$ cat config.mk
export PLATFORM = sky130hd
export DESIGN_NAME = fifo_sync_flags_flat
export DESIGN_NICKNAME = d
export VERILOG_FILES = /design/src/rtl/fifo_sync_flags_pkg.sv /design/src/rtl/fifo_sync_flags_if.sv /design/src/rtl/fifo_req_qual.sv /design/src/rtl/fifo_sync_flags.sv /design/src/flat_wrapper.sv
export SDC_FILE = /design/constraint.sdc
export NUM_CORES = 1
export LEC_CHECK = 0
export CORE_ASPECT_RATIO = 0.9
export CORE_MARGIN = 3
export CORE_UTILIZATION = 40
export DETAILED_ROUTE_END_ITERATION = 10
export DONT_BUFFER_PORTS = 1
export SYNTH_ARGS = -nofsm -noshare
export SYNTH_HDL_FRONTEND = slang
export SYNTH_HIERARCHICAL = 1
export SYNTH_SLANG_ARGS = --single-unit
$ cat constraint.sdc
create_clock -name clock -period 5.65 [get_ports clock]
set_input_delay 0.8475 -clock clock [delete_from_list [all_inputs] [get_ports clock]]
set_output_delay 0.8475 -clock clock [all_outputs]
set_load 0.01 [all_outputs]
$ cat src/rtl/fifo_sync_flags_pkg.sv
// Shared definitions for the fifo_sync_flags FIFO: mode constants,
// the per-cycle operation classification and small configuration helpers.
package fifo_sync_flags_pkg;

    // Request qualification modes
    localparam int EDGE_MODE_LEVEL = 0;
    localparam int EDGE_MODE_EDGE  = 1;

    // Read data presentation modes
    localparam int FWFT_OFF = 0;
    localparam int FWFT_ON  = 1;

    // What the storage does in a given cycle, encoded as {write, read}
    typedef enum logic [1:0] {
        OP_IDLE  = 2'b00,
        OP_READ  = 2'b01,
        OP_WRITE = 2'b10,
        OP_BOTH  = 2'b11
    } fifo_op_e;

    // True when v is a positive power of two
    function automatic bit isPow2(input int v);
        return (v > 0) && ((v & (v - 1)) == 0);
    endfunction

    // Width needed to hold a fill level from 0 up to and including depth
    function automatic int levelWidth(input int depth);
        return $clog2(depth) + 1;
    endfunction

endpackage

$ cat src/rtl/fifo_sync_flags_if.sv
// Host-facing bundle of the FIFO: request/data inputs from the producer and
// consumer side, data and status flags back from the FIFO.
interface fifo_sync_flags_if
    import fifo_sync_flags_pkg::*;
#(
    parameter int DATA_WIDTH = 8,
    parameter int DEPTH      = 16
);
    localparam int LVL_W = levelWidth(DEPTH);

    logic                  write_en;
    logic                  read_en;
    logic [DATA_WIDTH-1:0] data_in;
    logic                  clear_errors;
    logic [DATA_WIDTH-1:0] data_out;
    logic                  data_valid;
    logic                  full;
    logic                  empty;
    logic                  almost_full;
    logic                  almost_empty;
    logic [LVL_W-1:0]      level;
    logic                  overflow;
    logic                  underflow;

    // The side that pushes and pops
    modport master (
        output write_en, read_en, data_in, clear_errors,
        input  data_out, data_valid, full, empty, almost_full,
               almost_empty, level, overflow, underflow
    );

    // The FIFO itself
    modport slave (
        input  write_en, read_en, data_in, clear_errors,
        output data_out, data_valid, full, empty, almost_full,
               almost_empty, level, overflow, underflow
    );

endinterface

$ cat src/rtl/fifo_req_qual.sv
// Turns a raw enable into a request: either every rising edge of the enable
// (one operation per press) or the enable itself (one operation per cycle).
module fifo_req_qual
    import fifo_sync_flags_pkg::*;
#(
    parameter int EDGE_MODE = EDGE_MODE_EDGE
) (
    input  logic clock,
    input  logic reset,
    input  logic i_en,
    output logic o_req
);

    logic r_en_d;

    // Remember last cycle's enable; cleared on reset so an enable held
    // through reset still produces one request right after it
    always_ff @(posedge clock) begin
        if (reset) begin
            r_en_d <= 1'b0;
        end else begin
            r_en_d <= i_en;
        end
    end

    assign o_req = (EDGE_MODE == EDGE_MODE_EDGE) ? (i_en & ~r_en_d) : i_en;

endmodule

$ cat src/rtl/fifo_sync_flags.sv
// Single-clock FIFO with edge/level request modes, first-word-fall-through or
// registered read data, push-while-full when a pop happens in the same cycle,
// threshold flags, fill level and sticky overflow/underflow flags.
module fifo_sync_flags
    import fifo_sync_flags_pkg::*;
#(
    parameter int DATA_WIDTH    = 8,
    parameter int DEPTH         = 16,
    parameter int EDGE_MODE     = EDGE_MODE_EDGE,
    parameter int FWFT          = FWFT_ON,
    parameter int AFULL_THRESH  = DEPTH - 2,
    parameter int AEMPTY_THRESH = 2
) (
    input logic              clock,
    input logic              reset,
    fifo_sync_flags_if.slave bus
);

    localparam int PTR_W = $clog2(DEPTH);
    localparam int LVL_W = levelWidth(DEPTH);

    // Bad geometry or thresholds are caught before anything runs
    if (!isPow2(DEPTH) || DEPTH < 2) begin : g_bad_depth
        $error("fifo_sync_flags: DEPTH=%0d must be a power of two >= 2", DEPTH);
    end
    if (AFULL_THRESH < 0 || AFULL_THRESH > DEPTH) begin : g_bad_afull
        $error("fifo_sync_flags: AFULL_THRESH=%0d outside 0..DEPTH", AFULL_THRESH);
    end
    if (AEMPTY_THRESH < 0 || AEMPTY_THRESH > DEPTH) begin : g_bad_aempty
        $error("fifo_sync_flags: AEMPTY_THRESH=%0d outside 0..DEPTH", AEMPTY_THRESH);
    end

    logic [DATA_WIDTH-1:0] r_mem [DEPTH];
    logic [PTR_W-1:0]      r_wr_ptr;
    logic [PTR_W-1:0]      r_rd_ptr;
    logic [LVL_W-1:0]      r_level;
    logic                  r_overflow;
    logic                  r_underflow;
    logic [DATA_WIDTH-1:0] r_data_out;
    logic                  r_data_valid;

    logic                  w_wr_req;
    logic                  w_rd_req;
    logic                  w_wr_acc;
    logic                  w_rd_acc;
    logic                  w_full;
    logic                  w_empty;
    fifo_op_e              w_op;

    fifo_req_qual #(
        .EDGE_MODE (EDGE_MODE)
    ) u_wr_qual (
        .clock (clock),
        .reset (reset),
        .i_en  (bus.write_en),
        .o_req (w_wr_req)
    );

    fifo_req_qual #(
        .EDGE_MODE (EDGE_MODE)
    ) u_rd_qual (
        .clock (clock),
        .reset (reset),
        .i_en  (bus.read_en),
        .o_req (w_rd_req)
    );

    assign w_empty = (r_level == '0);
    assign w_full  = (r_level == LVL_W'(DEPTH));

    // A pop needs data; a push needs room, or a pop freeing a slot this cycle.
    // A pop on empty is refused even if a push arrives together with it.
    assign w_rd_acc = w_rd_req & ~w_empty;
    assign w_wr_acc = w_wr_req & (~w_full | w_rd_acc);

    // Classify the cycle so the level update reads as a simple table
    always_comb begin
        w_op = OP_IDLE;
        case ({w_wr_acc, w_rd_acc})
            2'b01:   w_op = OP_READ;
            2'b10:   w_op = OP_WRITE;
            2'b11:   w_op = OP_BOTH;
            default: w_op = OP_IDLE;
        endcase
    end

    // Storage array, deliberately not reset; only the pointers define contents
    always_ff @(posedge clock) begin
        if (!reset && w_wr_acc) begin
            r_mem[r_wr_ptr] <= bus.data_in;
        end
    end

    // Pointers and fill level; pointers wrap by plain binary overflow
    always_ff @(posedge clock) begin
        if (reset) begin
            r_wr_ptr <= '0;
            r_rd_ptr <= '0;
            r_level  <= '0;
        end else begin
            if (w_wr_acc) begin
                r_wr_ptr <= r_wr_ptr + PTR_W'(1);
            end
            if (w_rd_acc) begin
                r_rd_ptr <= r_rd_ptr + PTR_W'(1);
            end
            case (w_op)
                OP_WRITE: r_level <= r_level + LVL_W'(1);
                OP_READ:  r_level <= r_level - LVL_W'(1);
                default:  r_level <= r_level;
            endcase
        end
    end

    // Sticky error flags; a new error in the same cycle as a clear survives
    always_ff @(posedge clock) begin
        if (reset) begin
            r_overflow  <= 1'b0;
            r_underflow <= 1'b0;
        end else begin
            if (w_wr_req && !w_wr_acc) begin
                r_overflow <= 1'b1;
            end else if (bus.clear_errors) begin
                r_overflow <= 1'b0;
            end
            if (w_rd_req && !w_rd_acc) begin
                r_underflow <= 1'b1;
            end else if (bus.clear_errors) begin
                r_underflow <= 1'b0;
            end
        end
    end

    // Registered read path: capture the head on a pop and pulse valid once
    always_ff @(posedge clock) begin
        if (reset) begin
            r_data_out   <= '0;
            r_data_valid <= 1'b0;
        end else begin
            r_data_valid <= w_rd_acc;
            if (w_rd_acc) begin
                r_data_out <= r_mem[r_rd_ptr];
            end
        end
    end

    assign bus.data_out     = (FWFT == FWFT_ON) ? r_mem[r_rd_ptr] : r_data_out;
    assign bus.data_valid   = (FWFT == FWFT_ON) ? ~w_empty : r_data_valid;
    assign bus.full         = w_full;
    assign bus.empty        = w_empty;
    assign bus.almost_full  = (r_level >= LVL_W'(AFULL_THRESH));
    assign bus.almost_empty = (r_level <= LVL_W'(AEMPTY_THRESH));
    assign bus.level        = r_level;
    assign bus.overflow     = r_overflow;
    assign bus.underflow    = r_underflow;

endmodule

$ cat src/flat_wrapper.sv
// flat-port wrapper written by rule: the top's interface ports become plain ports
module fifo_sync_flags_flat import fifo_sync_flags_pkg::*;
#(
    parameter int DATA_WIDTH    = 8,
    parameter int DEPTH         = 16,
    parameter int EDGE_MODE     = EDGE_MODE_EDGE,
    parameter int FWFT          = FWFT_ON,
    parameter int AFULL_THRESH  = DEPTH - 2,
    parameter int AEMPTY_THRESH = 2
)
  (clock, reset, bus_write_en, bus_read_en, bus_data_in, bus_clear_errors, bus_data_out, bus_data_valid, bus_full, bus_empty, bus_almost_full, bus_almost_empty, bus_level, bus_overflow, bus_underflow);
  fifo_sync_flags_if #(.DATA_WIDTH(DATA_WIDTH), .DEPTH(DEPTH)) bus_i ();
  input logic clock;
  input logic reset;
  input wire logic [$bits(bus_i.write_en)-1:0] bus_write_en;
  input wire logic [$bits(bus_i.read_en)-1:0] bus_read_en;
  input wire logic [$bits(bus_i.data_in)-1:0] bus_data_in;
  input wire logic [$bits(bus_i.clear_errors)-1:0] bus_clear_errors;
  output wire logic [$bits(bus_i.data_out)-1:0] bus_data_out;
  output wire logic [$bits(bus_i.data_valid)-1:0] bus_data_valid;
  output wire logic [$bits(bus_i.full)-1:0] bus_full;
  output wire logic [$bits(bus_i.empty)-1:0] bus_empty;
  output wire logic [$bits(bus_i.almost_full)-1:0] bus_almost_full;
  output wire logic [$bits(bus_i.almost_empty)-1:0] bus_almost_empty;
  output wire logic [$bits(bus_i.level)-1:0] bus_level;
  output wire logic [$bits(bus_i.overflow)-1:0] bus_overflow;
  output wire logic [$bits(bus_i.underflow)-1:0] bus_underflow;
  assign bus_i.write_en = bus_write_en;
  assign bus_i.read_en = bus_read_en;
  assign bus_i.data_in = bus_data_in;
  assign bus_i.clear_errors = bus_clear_errors;
  assign bus_data_out = bus_i.data_out;
  assign bus_data_valid = bus_i.data_valid;
  assign bus_full = bus_i.full;
  assign bus_empty = bus_i.empty;
  assign bus_almost_full = bus_i.almost_full;
  assign bus_almost_empty = bus_i.almost_empty;
  assign bus_level = bus_i.level;
  assign bus_overflow = bus_i.overflow;
  assign bus_underflow = bus_i.underflow;
  fifo_sync_flags #(.DATA_WIDTH(DATA_WIDTH), .DEPTH(DEPTH), .EDGE_MODE(EDGE_MODE), .FWFT(FWFT), .AFULL_THRESH(AFULL_THRESH), .AEMPTY_THRESH(AEMPTY_THRESH)) u_core (.clock(clock), .reset(reset), .bus(bus_i));
endmodule
==> impl.org, run 1 <==
** Die
- Overall die width :: 135.3 um
- Row generation in the floorplan step produced 41 rows.
- 33 I/O pins were placed.
- The initial utilization of the core area, before any placement, comes to 0.4188.
- Die H :: 122.3 um
- Core region area :: 14,360 um^2
- Area enclosed by the die boundary :: 16,550 um^2

** Layout
- The repair_antennas step left the layout with diodes totalling 0.
- Relative to the synthesized area, the layout overhead comes to 12.54%.
- Leaving out fill and tap cells, the most frequent cell in the layout is edfxtp_1.
- The net count of the finished layout is 362.
- Most frequent cells in the layout :: edfxtp_1, mux4_2, dfxtp_1
- The filler cells instantiated in the layout total 1,229.
- In the final layout, the share of cells above drive strength 1 is 0.2068.

** CTS
- CTS H-tree depth :: 4
- Root buf cell :: clkbuf_16
- Skew-Pair Late Insertion Delay :: 0.41 ns
- Maximum buffer depth of the clock tree :: 2
- Clock-pin slew was measured on the worst setup and hold paths at 0.05 ns.
- The clock net in this run drives a total of 149 sinks.
- Number of clock buffers inserted by TritonCTS :: 17
- TritonCTS built the clock tree.
- In this run the post-CTS setup repair buffer count came out at 0.
- Post_cts resized :: 0
- After clock tree synthesis, the flow added hold-fix buffers numbering 0.

** Drt
- Detail-routed via count per cell :: 5.447
- Residual DRC count :: 0
- Total vias in the final route :: 2,974
- Detailed router's first-iteration violation count :: 238
- Summed over all layers, the routed wires come to 11,780 um.
- Number of nets still failing antenna checks after routing :: 0
- For this run, the detailed router's first-pass iteration total came to 5.
- Post-detailed-route wirelength per cell :: 21.57 um

** Synth
- Number of warning messages in the yosys log :: 6
- After synthesis, the share of cell area in mux cells is 0.1302.
- Cell taking the most area after synthesis :: edfxtp_1
- Of the total synthesized cell area, the portion taken by XOR and XNOR cells is 0.008735.
- Dominant register cell in the synthesized netlist :: edfxtp_1
- Net Count, Synth :: 357
- Netlist area before placement :: 6016 um^2
- Top-area cell type share of the netlist area :: 0.6389
- Number of flops mapped to enable cells by yosys :: 128
- Counting distinct cell types in the post-synthesis netlist gives 42.
- Average cell area after synthesis :: 17.96 um^2
- Synth Instances :: 335
- Compound-gate portion of the synthesized area :: 0.04638
- Leading post-synthesis cells by cell area :: edfxtp_1, mux4_2, dfxtp_1, a22oi_1, ha_1
- FF+latch count, synth :: 149
- Of the synthesized area, sequential elements account for 0.7088.
- Area fraction in and, or, nand and nor cells after synthesis :: 0.07009
- Synth async-reset ratio :: 0
- Of the total synthesized cell area, the portion taken by full adders, half adders and majority gates is 0.01997.
- After synthesis, the largest family of logic cells by area is multiplexers.

** STA
- Number of endpoints with negative hold slack in the final report :: 0
- The clock period could shrink to 3.143 ns.
- In the finished design, the share of the clock period the worst path needs comes to 0.5563.
- Highest attainable clock frequency :: 318.1 MHz
- Total setup violations reported at the end of the flow :: 0
- Adding up every negative setup slack in the final design gives 0 ns.
- Max-Slew Margin vs Limit :: 0.3980
- Clk_skew :: 0.008942 ns
- Measured slew at the worst slew-check pin :: 0.8802 ns
- Unrepaired setup endpoints after global routing :: no
- Final slew viol count :: 0

** Placed design
- The wire-length estimate of the detail-placed layout is 7479 um.
- Gpl congestion :: 0.7209
- I/O Buffers :: 0

** Setup path
- Biggest fanout along the worst timing path :: 32
- Type of destination of the critical path :: output port
- Crit start category :: flop
- Data on the critical path is required at its endpoint by 4.80 ns.
- Slowest stage cell, crit path :: mux4_2
- Cells along the critical path :: buf_4 > mux4_2 > a22oi_1 > nand2_1
- Crit path largest cell delay :: 0.58 ns
- Counting both buffers and inverters, the worst setup path holds a total of 1.
- Data arrival time of the worst path :: 2.30 ns
- In this design, the largest share of critical-path delay is due to multiplexers.
- Classification of the worst setup path :: flop to output port

** GRT
- The number of global-route vias before repair is 3,018.
- Total global routing track utilization :: 0.1537
- Maximum number of pins on one net before global-route repair :: 33
- The number of antenna violations at the first check in global routing came to 0.
- Global-route wire length before repair :: 18,410 um
- Global routing finished with a remaining overflow of 0.

** Outcome
- Run status :: finished, final reports clean

** Hold path
- Worst hold path class :: primary input to flop

** Power
- In this run the static leakage power is 2.259 nW.
- The worst-case IR drop observed on VDD is 0.2115 mV.
- Power density over the cells :: 422.9 nW/um^2
- The design draws 2.863 mW.

** Job
- Number of max-cap violations :: 0
## area by class of cell
type | instances | area (um^2) | area share
sequential | 149 | 4265 | 0.6300
multi-input combinational | 164 | 1657 | 0.2447
clock buffer | 25 | 495.5 | 0.07318
tap | 193 | 241.5 | 0.03567
clock inverter | 7 | 73.82 | 0.01090
inverter | 6 | 22.52 | 0.003327
timing repair buffer | 2 | 15.01 | 0.002218
## power breakdown
group | leakage [nW] | total, mW | internal [mW] | switching, mW
Combinational | 0.657 | 0.522 | 0.233 | 0.289
Clock | 0.277 | 1.06 | 0.653 | 0.405
Sequential | 1.32 | 1.28 | 1.23 | 0.0516
## cells by family (layout without fill, tap and decap cells)
| group | count (synthesis) | count (layout) |
|---|---|---|
| AOI/OAI and AO/OA | 37 | 37 |
| xor gates and xnor gates | 6 | 6 |
| adders and majority gates | 9 | 9 |
| buffers and inverters | 22 | 40 |
| DFF | 149 | 149 |
| muxes | 38 | 38 |
| and+or+nand+nor | 74 | 74 |
## worst register-to-register path: stages (launching register included)
cell and delay, ns:
dfxtp_1 0.41, or4_1 0.75, o21ai_2 0.28, inv_2 0.12, ha_1 0.34, a21oi_1 0.25, a21oi_1 0.10, a311o_1 0.32
a31oi_1 0.13
## cell usage after synthesis (5+ instances only)
| library cell | count |
|---|---|
| a22oi_1 | 18 |
| nand2_1 | 10 |
| ha_1 | 8 |
| clkbuf_1 | 9 |
| dfxtp_1 | 21 |
| nor2b_1 | 9 |
| edfxtp_1 | 128 |
| a21oi_1 | 5 |
| mux4_2 | 32 |
| xor2_1 | 5 |
| and3_1 | 15 |
| nand3_1 | 5 |
| nor3_1 | 6 |
| inv_1 | 5 |
| nor2_1 | 16 |
## worst paths after layout
check | startpoint | end | slack, ns | cells after the start
worst max-delay path | flop | bus_data_out[6] | 2.51 | 4
worst min-delay path | reset | u_core/u_rd_qual/r_en_d$_SDFF_PP0_ | 0.50 | 1
worst max register to register | u_core/bus.level[1]$_SDFFE_PP0P_ | u_core/bus.level[4]$_SDFFE_PP0P_ | 2.88 | 8
worst min register to register | u_core/r_rd_ptr[3]$_SDFFE_PP0N_ | u_core/r_rd_ptr[3]$_SDFFE_PP0N_ | 0.53 | 2
## sequential cells by signal, indices dropped and copies added, names as in the netlist, named ones only
signal                   count
u_core/u_rd_qual/r_en_d      1
u_core/bus.overflow          1
u_core/r_wr_ptr              4
u_core/u_wr_qual/r_en_d      1
u_core/bus.level             5
u_core/r_mem               128
u_core/bus.underflow         1
u_core/r_rd_ptr              4
## metrics by stage
step                      std cells  worst slack (ns)    util  hold slack, ns  instance area [um^2]
after floorplan                 335             2.935       -          0.4847                  6016
after global placement          514             2.882  0.4317          0.5086                  6201
after detailed placement        514             2.893  0.4317          0.5129                  6201
after CTS                       546             2.428  0.4713          0.4818                  6770
after global routing            546             2.342  0.4713          0.4763                  6770
final                           546             2.507  0.4713          0.4993                  6770
## per-layer routing
| layer | share of wire | global-route usage |
|---|---|---|
| met1 | 0.44 | 0.2057 |
| met2 | 0.48 | 0.2400 |
| met3 | 0.072 | 0.05861 |
| met4 | 0.0093 | 0.03778 |
| met5 | 0 | 0 |
Note: power is estimated with default switching activity, not from simulation.
==> run 2: changes to the inputs <==
--- a/config.mk
+++ b/config.mk
@@ -5,6 +5,7 @@
 export SDC_FILE = /design/constraint.sdc
 export NUM_CORES = 1
 export LEC_CHECK = 0
+export ABC_AREA = 1
 export CORE_ASPECT_RATIO = 0.9
 export CORE_MARGIN = 3
 export CORE_UTILIZATION = 40
==> constraint.sdc (replaced) <==
create_clock -name clock -period 3.1 [get_ports clock]
set_input_delay 0.465 -clock clock [delete_from_list [all_inputs] [get_ports clock]]
set_output_delay 0.465 -clock clock [all_outputs]
set_load 0.01 [all_outputs]
==> run 2 against run 1 <==
  * Synthesized cell count is 65% higher
  * Critical path type unchanged
  * Sequential share of layout area fell by 2.2 points
  * Clock-buffer cell count up 4
  * Global-route usage about the same
  * Clock power is 75% higher
  * Worst setup slack worse by 2.0 ns
  * Core utilization shrank 0.56 points
  * Hold slack worse by 0.40 ns
  * Combinational power grew 33%
==> impl.org, run 2 <==
** Layout
- Largest reg by FF count :: u_core/r_mem (unchanged)
- Ratio of cells with drive above 1 in the final layout :: 0.08156 (was 0.2068)
- Most frequent cells in the layout: edfxtp_1, inv_1, nand2_1, nand3_1, a21oi_1 (was edfxtp_1, mux4_2, dfxtp_1).
- The most frequent standard cell in the layout excluding fill and tap cells is edfxtp_1 (unchanged).
- The flip-flop count of the largest register after layout came to 128 (unchanged).
- The area added between synthesis and finish was 11.15% (was 12.54%).
- The number of nets in the layout is 573 (was 362).
- Antenna diode instance count :: 0 (unchanged)

** STA
- The final-layout setup total negative slack is 0 ns (unchanged).
- Total setup violations reported at the end of the flow :: 0 (unchanged)
- Unrepaired setup endpoints after global routing :: no (unchanged)
- The headroom to the max-slew limit came to 0.4548 (was 0.3980).
- Highest attainable clock frequency :: 392.0 MHz
- The total count of hold-check failures in the final report came to 0 (unchanged).
- The measured slew at the worst slew-check pin was 0.8148 ns (was 0.8802 ns).
- Final slew viol count :: 0 (unchanged)
- The clock period could shrink to 2.551 ns.
- Part of the cycle the worst path needs :: 0.8229
- The worst-case clock skew came to 0.007705 ns (was 0.008942 ns).

** Die
- Number of placed I/O pins :: 33 (unchanged)
- The height of the die came to 125.2 um (was 122.3 um).
- Overall die width :: 138.5 um (was 135.3 um)
- Number of placement rows :: 42 (was 41)
- Area enclosed by the die boundary :: 17,350 um^2 (was 16,550 um^2)
- Effective utilization at floorplan :: 0.4190 (was 0.4188)
- Core region area :: 15,080 um^2 (was 14,360 um^2)

** Drt
- The total wire length after detailed routing was 12,850 um (was 11,780 um).
- The residual antenna-violating net count after detailed routing was 0 (unchanged).
- Total vias in the final route :: 3,866 (was 2,974)
- Residual DRC count :: 0 (unchanged)
- The routed wire length per instance is 16.86 um (was 21.57 um).
- The first-pass iteration count of the detailed router is 4 (was 5).
- The average via count per standard cell came to 5.073 (was 5.447).
- Detailed router's first-iteration violation count :: 291 (was 238)

** Placed design
- I/O Buffers :: 0 (unchanged)
- Gpl congestion :: 0.7801 (was 0.7209)
- Total half-perimeter wirelength after legalization and detailed placement :: 8087 um (was 7479 um)

** Setup path
- The number of cells on the worst reg-to-reg path is 15 (was 8).
- Cells along the critical path :: buf_12 > o211ai_1 > nand3_1 > nand3_1 > nand2_1 (was buf_4 > mux4_2 > a22oi_1 > nand2_1)
- The launch point of the worst reg-to-reg path is u_core/bus.level[1]$_SDFFE_PP0P_ (unchanged).
- Required time at the endpoint of the critical path :: 2.63 ns (was 4.80 ns)
- The type of the worst setup path was flop to output port (unchanged).
- The startpoint kind of the worst setup timing path is a flop (unchanged).
- In this design, the critical path's most frequently occurring cell is nand3_1.
- The largest driver fanout on the critical path came to 33 (was 32).
- Crit path largest cell delay :: 0.76 ns (was 0.58 ns)
- The slack of the worst reg-to-reg path is 0.77 ns (was 2.88 ns).
- The slowest stage cell on the critical path was dfxtp_2 (was mux4_2).
- Data arrival time of the worst path :: 2.09 ns (was 2.30 ns)
- Type of destination of the critical path :: output port (unchanged)
- The worst reg2reg path endpoint is u_core/bus.level[4]$_SDFFE_PP0P_ (unchanged).

** Synth
- The number of flops mapped to enable cells by yosys came to 128 (unchanged).
- Netlist area before placement :: 6320 um^2 (was 6016 um^2)
- The number of instances in the synthesized netlist is 554 (was 335).
- The most frequent cell after synthesis is edfxtp_1 (unchanged).
- The synthesis-stage register bit count was 149 (unchanged).
- Sequential fraction of the synthesis area :: 0.6747 (was 0.7088)
- The cell type contributing the most total cell area after synthesis is edfxtp_1 (unchanged).
- Dominant register cell in the synthesized netlist :: edfxtp_1 (unchanged)
- Top-area cell type share of the netlist area :: 0.6082 (was 0.6389)
- Net Count, Synth :: 576 (was 357)
- The mean cell area of the mapped netlist was 11.41 um^2 (was 17.96 um^2).
- Cell types with the highest counts after synthesis :: edfxtp_1, inv_1, nand2_1, nand3_1, a21oi_1 (was edfxtp_1, mux4_2, dfxtp_1, a22oi_1, nor2_1)
- The unique cell type count in the Yosys netlist was 26 (was 42).
- Synth async-reset ratio :: 0 (unchanged)
- Leading post-synthesis cells by cell area: edfxtp_1, dfxtp_1, nand3_1, inv_1, o211ai_1 (was edfxtp_1, mux4_2, dfxtp_1, a22oi_1, ha_1).
- The yosys synthesis warning count is 6 (unchanged).

** Hold path
- Startpoint of the most critical hold path :: reset (unchanged)
- The class of the tightest hold or removal check is primary input to flop (unchanged).
- Hold Path Stages :: 1 (unchanged)
- The end point of the most critical hold path is u_core/r_wr_ptr[2]$_SDFFE_PP0P_ (was u_core/u_rd_qual/r_en_d$_SDFF_PP0_).

** CTS
- Post-CTS Setup Repair Bufs :: 0 (unchanged)
- The clock network latency to the later pin of the worst-skew pair came to 0.42 ns (was 0.41 ns).
- The number of H-tree branching levels was 4 (unchanged).
- Post_cts resized :: 0 (unchanged)
- Clock transition at the registers of the reported paths :: 0.06 ns (was 0.05 ns)
- Number of clock buffers inserted by TritonCTS :: 17 (unchanged)
- The CTS sink count was 149 (unchanged).
- The CTS tree is done (unchanged).
- The deepest clock path buffer count came to 2 (unchanged).
- Hold buffer count at cts :: 0 (unchanged)
- The master cell of the clock root buffer is clkbuf_16 (unchanged).

** Power
- Maximum resistive drop on vdd :: 0.3782 mV (was 0.2115 mV)
- The leakage dissipation was 2.561 nW (was 2.259 nW).
- Total power :: 4.878 mW (was 2.863 mW)
- Power density over the cells :: 694.5 nW/um^2 (was 422.9 nW/um^2)

** GRT
- The overall overflow remaining after global route was 0 (unchanged).
- Number of global-route vias before repair :: 3,642 (was 3,018)
- The wire length of the first global-routing pass was 20,330 um (was 18,410 um).
- The global-route usage over all layers came to 0.1542 (was 0.1537).
- The pin count of the biggest net entering global routing was 129 (was 33).
- The number of antenna violations at the first check in global routing came to 0 (unchanged).

** Outcome
- Run status :: finished, final reports clean (unchanged)

** Job
- The number of max-cap violations is 0 (unchanged).
run 2: how the worst max path moves through the flow:
stage                                                  end          from  slack [ns]
after detailed placement  u_core/bus.level[4]$_SDFFE_PP0P_   bus_read_en        0.78
after floorplan           u_core/bus.level[4]$_SDFFE_PP0P_  bus_write_en        0.97
final                                      bus_data_out[1]          flop        0.55
after global routing                       bus_data_out[1]          flop        0.40
after CTS                                  bus_data_out[6]          flop        0.53
after global placement    u_core/bus.level[4]$_SDFFE_PP0P_  bus_write_en        0.84
run 2: logic make-up after synthesis:
family,share of synthesized area
compound gates,0.1085
xor+xnor,0.005544
fa+ha+maj,0.01901
buf+inv,0.07365
flops,0.6747
simple gates,0.1186
run 2: through the flow:
stage                       util  hold WS [ns]  setup WS [ns]  instances  instance area (um^2)
after detailed placement  0.4301        0.4743         0.7827        730                  6486
after CTS                 0.4657       0.08157         0.5284        762                  7024
after global routing      0.4657       0.07985         0.4034        762                  7024
after global placement    0.4301        0.4733         0.8404        730                  6486
after floorplan                -        0.4468         0.9717        554                  6320
final                     0.4657        0.1020         0.5492        762                  7024
run 2: worst max-delay path, delay by kind of cell (launching register included):
family	cells	cell delay (ns)
compound gates	1	0.12
flops	1	0.76
simple gates	3	0.48
buf+inv	1	0.27
run 2: report_power, final:
| group | leakage, nW | total (mW) | internal, mW | switching (mW) |
|---|---|---|---|---|
| logic | 0.971 | 0.694 | 0.231 | 0.463 |
| clock network | 0.265 | 1.86 | 1.13 | 0.731 |
| registers | 1.33 | 2.32 | 2.23 | 0.0924 |
| total | 2.56 | 4.88 | 3.59 | 1.29 |
run 2: cell type report:
cell class | count | area [um^2]
Sequential cell | 149 | 4269
Fill cell | 1323 | 8058
Inverter | 85 | 324.1
Clock inverter | 3 | 16.27
Timing Repair Buffer | 4 | 55.05
Clock buffer | 29 | 521.8
Multi-Input combinational cell | 294 | 1590
Tap cell | 198 | 247.7
run 2: layer usage:
layer	up-vias	routed length [um]	share of wire	global-route usage
li1	1915	-	-	-
met3	14	776	0.060	0.05422
met5	-	0	0	0
met2	105	6205	0.48	0.2428
met4	0	130	0.010	0.04242
met1	1832	5738	0.45	0.2045
==> run 3: changes to the inputs <==
==> constraint.sdc (replaced) <==
create_clock -name clock -period 2.1 [get_ports clock]
set_input_delay 0.315 -clock clock [delete_from_list [all_inputs] [get_ports clock]]
set_output_delay 0.315 -clock clock [all_outputs]
set_load 0.01 [all_outputs]
==> run 3 against run 2 <==
  * Hold slack worse by 0.062 ns
  * Critical path depth up 10
  * Flip-flop and latch count unchanged
  * Register-to-register slack worse by 0.65 ns
  * Sequential share of layout area down 4.0 points
  * Cell area up 7.2%
  * Non-clock buffer count up 47
  * Combinational power up 110%
  * Clock-buffer cell count down 9
  * Cell count up 5.8%
  * Critical endpoint is now u_core/bus.level[4]$_SDFFE_PP0P_
==> impl.org, run 3 (synthesis gave the netlist of run 2 again) <==
** Setup path
- Type of destination of the critical path :: flop (was output port)
- Required time at the endpoint of the critical path :: 2.41 ns (was 2.63 ns)
- The largest driver fanout on the critical path came to 8 (was 33).
- The type of the worst setup path is flop to flop (was flop to output port).
- The number of cells on the worst reg-to-reg path is 15 (unchanged).
- Crit start category :: flop (unchanged)
- The worst path arrival time is 2.29 ns (was 2.09 ns).

** Placed design
- The HPWL reported at the end of detailed placement came to 8666 um (was 8087 um).
- I/O Buffers :: 0 (unchanged)
- Count of placed standard cells including taps :: 756 (was 730)
- The final estimated routing congestion in global placement is 0.7705 (was 0.7801).

** Power
- The leakage dissipation was 2.809 nW (was 2.561 nW).
- Sw Ratio :: 0.2678 (was 0.2637)
- Share of total power in combinational logic :: 0.191 (was 0.142)
- Total power :: 7.586 mW (was 4.878 mW)
- Internal power :: 5.555 mW (was 3.592 mW)
- The clock network power share is 0.363 (was 0.382).
- Part of the total power dissipated in sequential elements :: 0.446 (was 0.476)
- Maximum resistive drop on vdd :: 0.8688 mV (was 0.3782 mV)
- The total power divided by cell area came to 1007 nW/um^2 (was 694.5 nW/um^2).
- The net switching power of the design was 2.032 mW (was 1.286 mW).

** Die
- The core area is 15,080 um^2 (unchanged).
- The number of rows created at floorplan came to 42 (unchanged).
- The height of the die came to 125.2 um (unchanged).
- Area enclosed by the die boundary :: 17,350 um^2 (unchanged)
- The number of ports placed on the die boundary was 33 (unchanged).
- The floorplan die width came to 138.5 um (unchanged).
- Effective utilization at floorplan :: 0.4190 (unchanged)

** Layout
- The utilization after layout came to 0.4993 (was 0.4657).
- The most frequent standard cell in the layout excluding fill and tap cells is edfxtp_1 (unchanged).
- Antenna diode instance count :: 0 (unchanged)
- The register cell area after layout is 4274 um^2 (was 4269 um^2).
- Footprint of the multi-input gates :: 1655 um^2 (was 1590 um^2)
- Number of fillers in the final layout :: 1,313 (was 1,323)
- The flip-flop count of the largest register after layout was 128 (unchanged).
- Most frequent cells in the layout :: edfxtp_1, inv_1, nand3_1 (was edfxtp_1, inv_1, nand2_1, nand3_1, a21oi_1)
- The count of non-filler cells in the finished layout was 806 (was 762).
- The number of nets in the layout was 620 (was 573).
- Area growth syn-to-layout :: 19.16% (was 11.15%)
- The fraction of final layout cells sized beyond drive strength 1 is 0.1612 (was 0.08156).
- Largest reg by FF count :: u_core/r_mem (unchanged)

** GRT
- The number of global-route vias before repair was 4,008 (was 3,642).
- Number of antenna violations at the first check in global routing :: 0 (unchanged)
- Global-route wire length before repair :: 21,880 um (was 20,330 um)
- The pin count of the biggest net entering global routing was 53 (was 129).
- Overflow left after global routing :: 0 (unchanged)
- The global-route usage over all layers was 0.1667 (was 0.1542).

** STA
- Dividing the final minimum period by the clock period gives 0.9429.
- Clk_skew :: 0.01503 ns (was 0.007705 ns)
- The final count of pins violating max slew is 0 (unchanged).
- The total count of hold-check failures in the final report came to 0 (unchanged).
- The measured slew at the worst slew-check pin was 0.7250 ns (was 0.8148 ns).
- The number of setup violations in the final report is 0 (unchanged).
- Timing would allow up to 505.0 MHz.
- Fin crit period :: 1.980 ns
- Max-Slew Margin vs Limit :: 0.5151 (was 0.4548)

** CTS
- The number of H-tree branching levels came to 4 (unchanged).
- Root buf cell :: clkbuf_16 (unchanged)
- Number of clock sinks :: 149 (unchanged)
- The clock slew seen by the registers of the worst setup and hold paths was 0.05 ns (was 0.06 ns).
- The clock network latency to the later pin of the worst-skew pair is 0.42 ns (about the same).
- The deepest clock path buffer count was 2 (unchanged).
- The CTS tree was done (unchanged).
- Number of clock buffers inserted by TritonCTS :: 17 (unchanged)

** Drt
- The number of DRC markers in iteration 0 is 314 (was 291).
- The first-pass iteration count of the detailed router came to 5 (was 4).
- Total vias in the final route :: 4,145 (was 3,866)
- The remaining routing DRC violations was 0 (unchanged).
- Total wire length :: 14,220 um (was 12,850 um)
- Post-detailed-route wirelength per cell :: 17.64 um (was 16.86 um)
- Number of nets still failing antenna checks after routing :: 0 (unchanged)
- Detail-routed via count per cell :: 5.143 (was 5.073)

** Hold path
- The number of instances on the worst hold path is 2 (was 1).
- Worst hold path class :: primary input to flop (unchanged)

** Outcome
- Run status: finished, final reports clean (unchanged).

** Job
- The number of max-cap violations came to 0 (unchanged).
[run 3: cell count changes in the layout (fill, tap and decap cells not counted), moves of 3 or more]
cell           delta
buf_12            +3
dlygate4sd3_1     +9
buf_4            +30
clkbuf_8          -3
clkinv_1          +5
nand2_2           +6
buf_6             +3
clkbuf_1          -5
nand3_1           -3
nand2_1           -6
[run 3: cell type report]
cell class,count,area share
Timing Repair Buffer,51,0.06596
Inverter,85,0.04403
Sequential cell,149,0.5675
Clock buffer,20,0.05798
Multi-Input combinational cell,294,0.2198
Clock inverter,9,0.01180
Tap cell,198,0.03290
[run 3: metrics by stage]
stage	hold WS [ns]	TNS, ns	setup WS, ns	area [um^2]
floorplan	0.3774	0	0.03055	6320
global placement	0.3795	0	0.08584	6706
detailed placement	0.3811	0	0.01265	6706
CTS	0.01248	0	0.009578	7328
global route	0.01435	-0.02840	-0.02792	7531
finish	0.04019	0	0.1200	7531
[run 3: final timing paths]
| kind | start | endpoint | slack [ns] |
|---|---|---|---|
| hold reg to reg | u_core/r_rd_ptr[2]$_SDFFE_PP0N_ | flop | 0.49 |
| setup / recovery | u_core/bus.level[0]$_SDFFE_PP0P_ | u_core/bus.level[4]$_SDFFE_PP0P_ | 0.12 |
| hold / removal | bus_read_en | u_core/u_rd_qual/r_en_d$_SDFF_PP0_ | 0.04 |
| setup reg to reg | u_core/bus.level[0]$_SDFFE_PP0P_ | u_core/bus.level[4]$_SDFFE_PP0P_ | 0.12 |
[run 3: routing by layer]
metal,vias to the layer above,part of all wire,GRT usage
met5,-,0,0
met4,0,0.016,0.05811
met3,13,0.057,0.05766
met2,114,0.48,0.2672
met1,2008,0.44,0.2124
li1,2010,-,-
[run 3: power by group through the flow]
stage	Combinational (mW)	Clock (mW)	Sequential [mW]
floorplan	0.881	0	3.42
global placement	1.16	0	3.44
detailed placement	1.19	0	3.45
CTS	1.25	2.80	3.39
global route	1.61	2.94	3.39
finish	1.45	2.75	3.38
[run 3: repair_timing]
| action | in CTS | in global routing |
|---|---|---|
| endpoints found under the setup margin | 9 | 9 |
| hold buffers | 9 | 0 |
| pin swaps | 0 | 11 |
| hold endpoints to repair | 136 | 0 |
| cloned | 0 | 2 |
| buffers inserted | 0 | 10 |
| resized for setup | 2 | 23 |
[run 3: worst max-delay path, cell delays in order, from the launching register on]
cell and delay, ns:
dfxtp_2 0.33, nor2_4 0.14, nand3_4 0.10, nand2_4 0.10, inv_4 0.06, nand2_4 0.06, clkinvlp_4 0.09, fa_2 0.36
nand2_2 0.08, nand2_1 0.07, a21oi_2 0.17, nand2_1 0.06, nand2_1 0.07, nand3_1 0.07, nand2_1 0.06, nor2_1 0.05
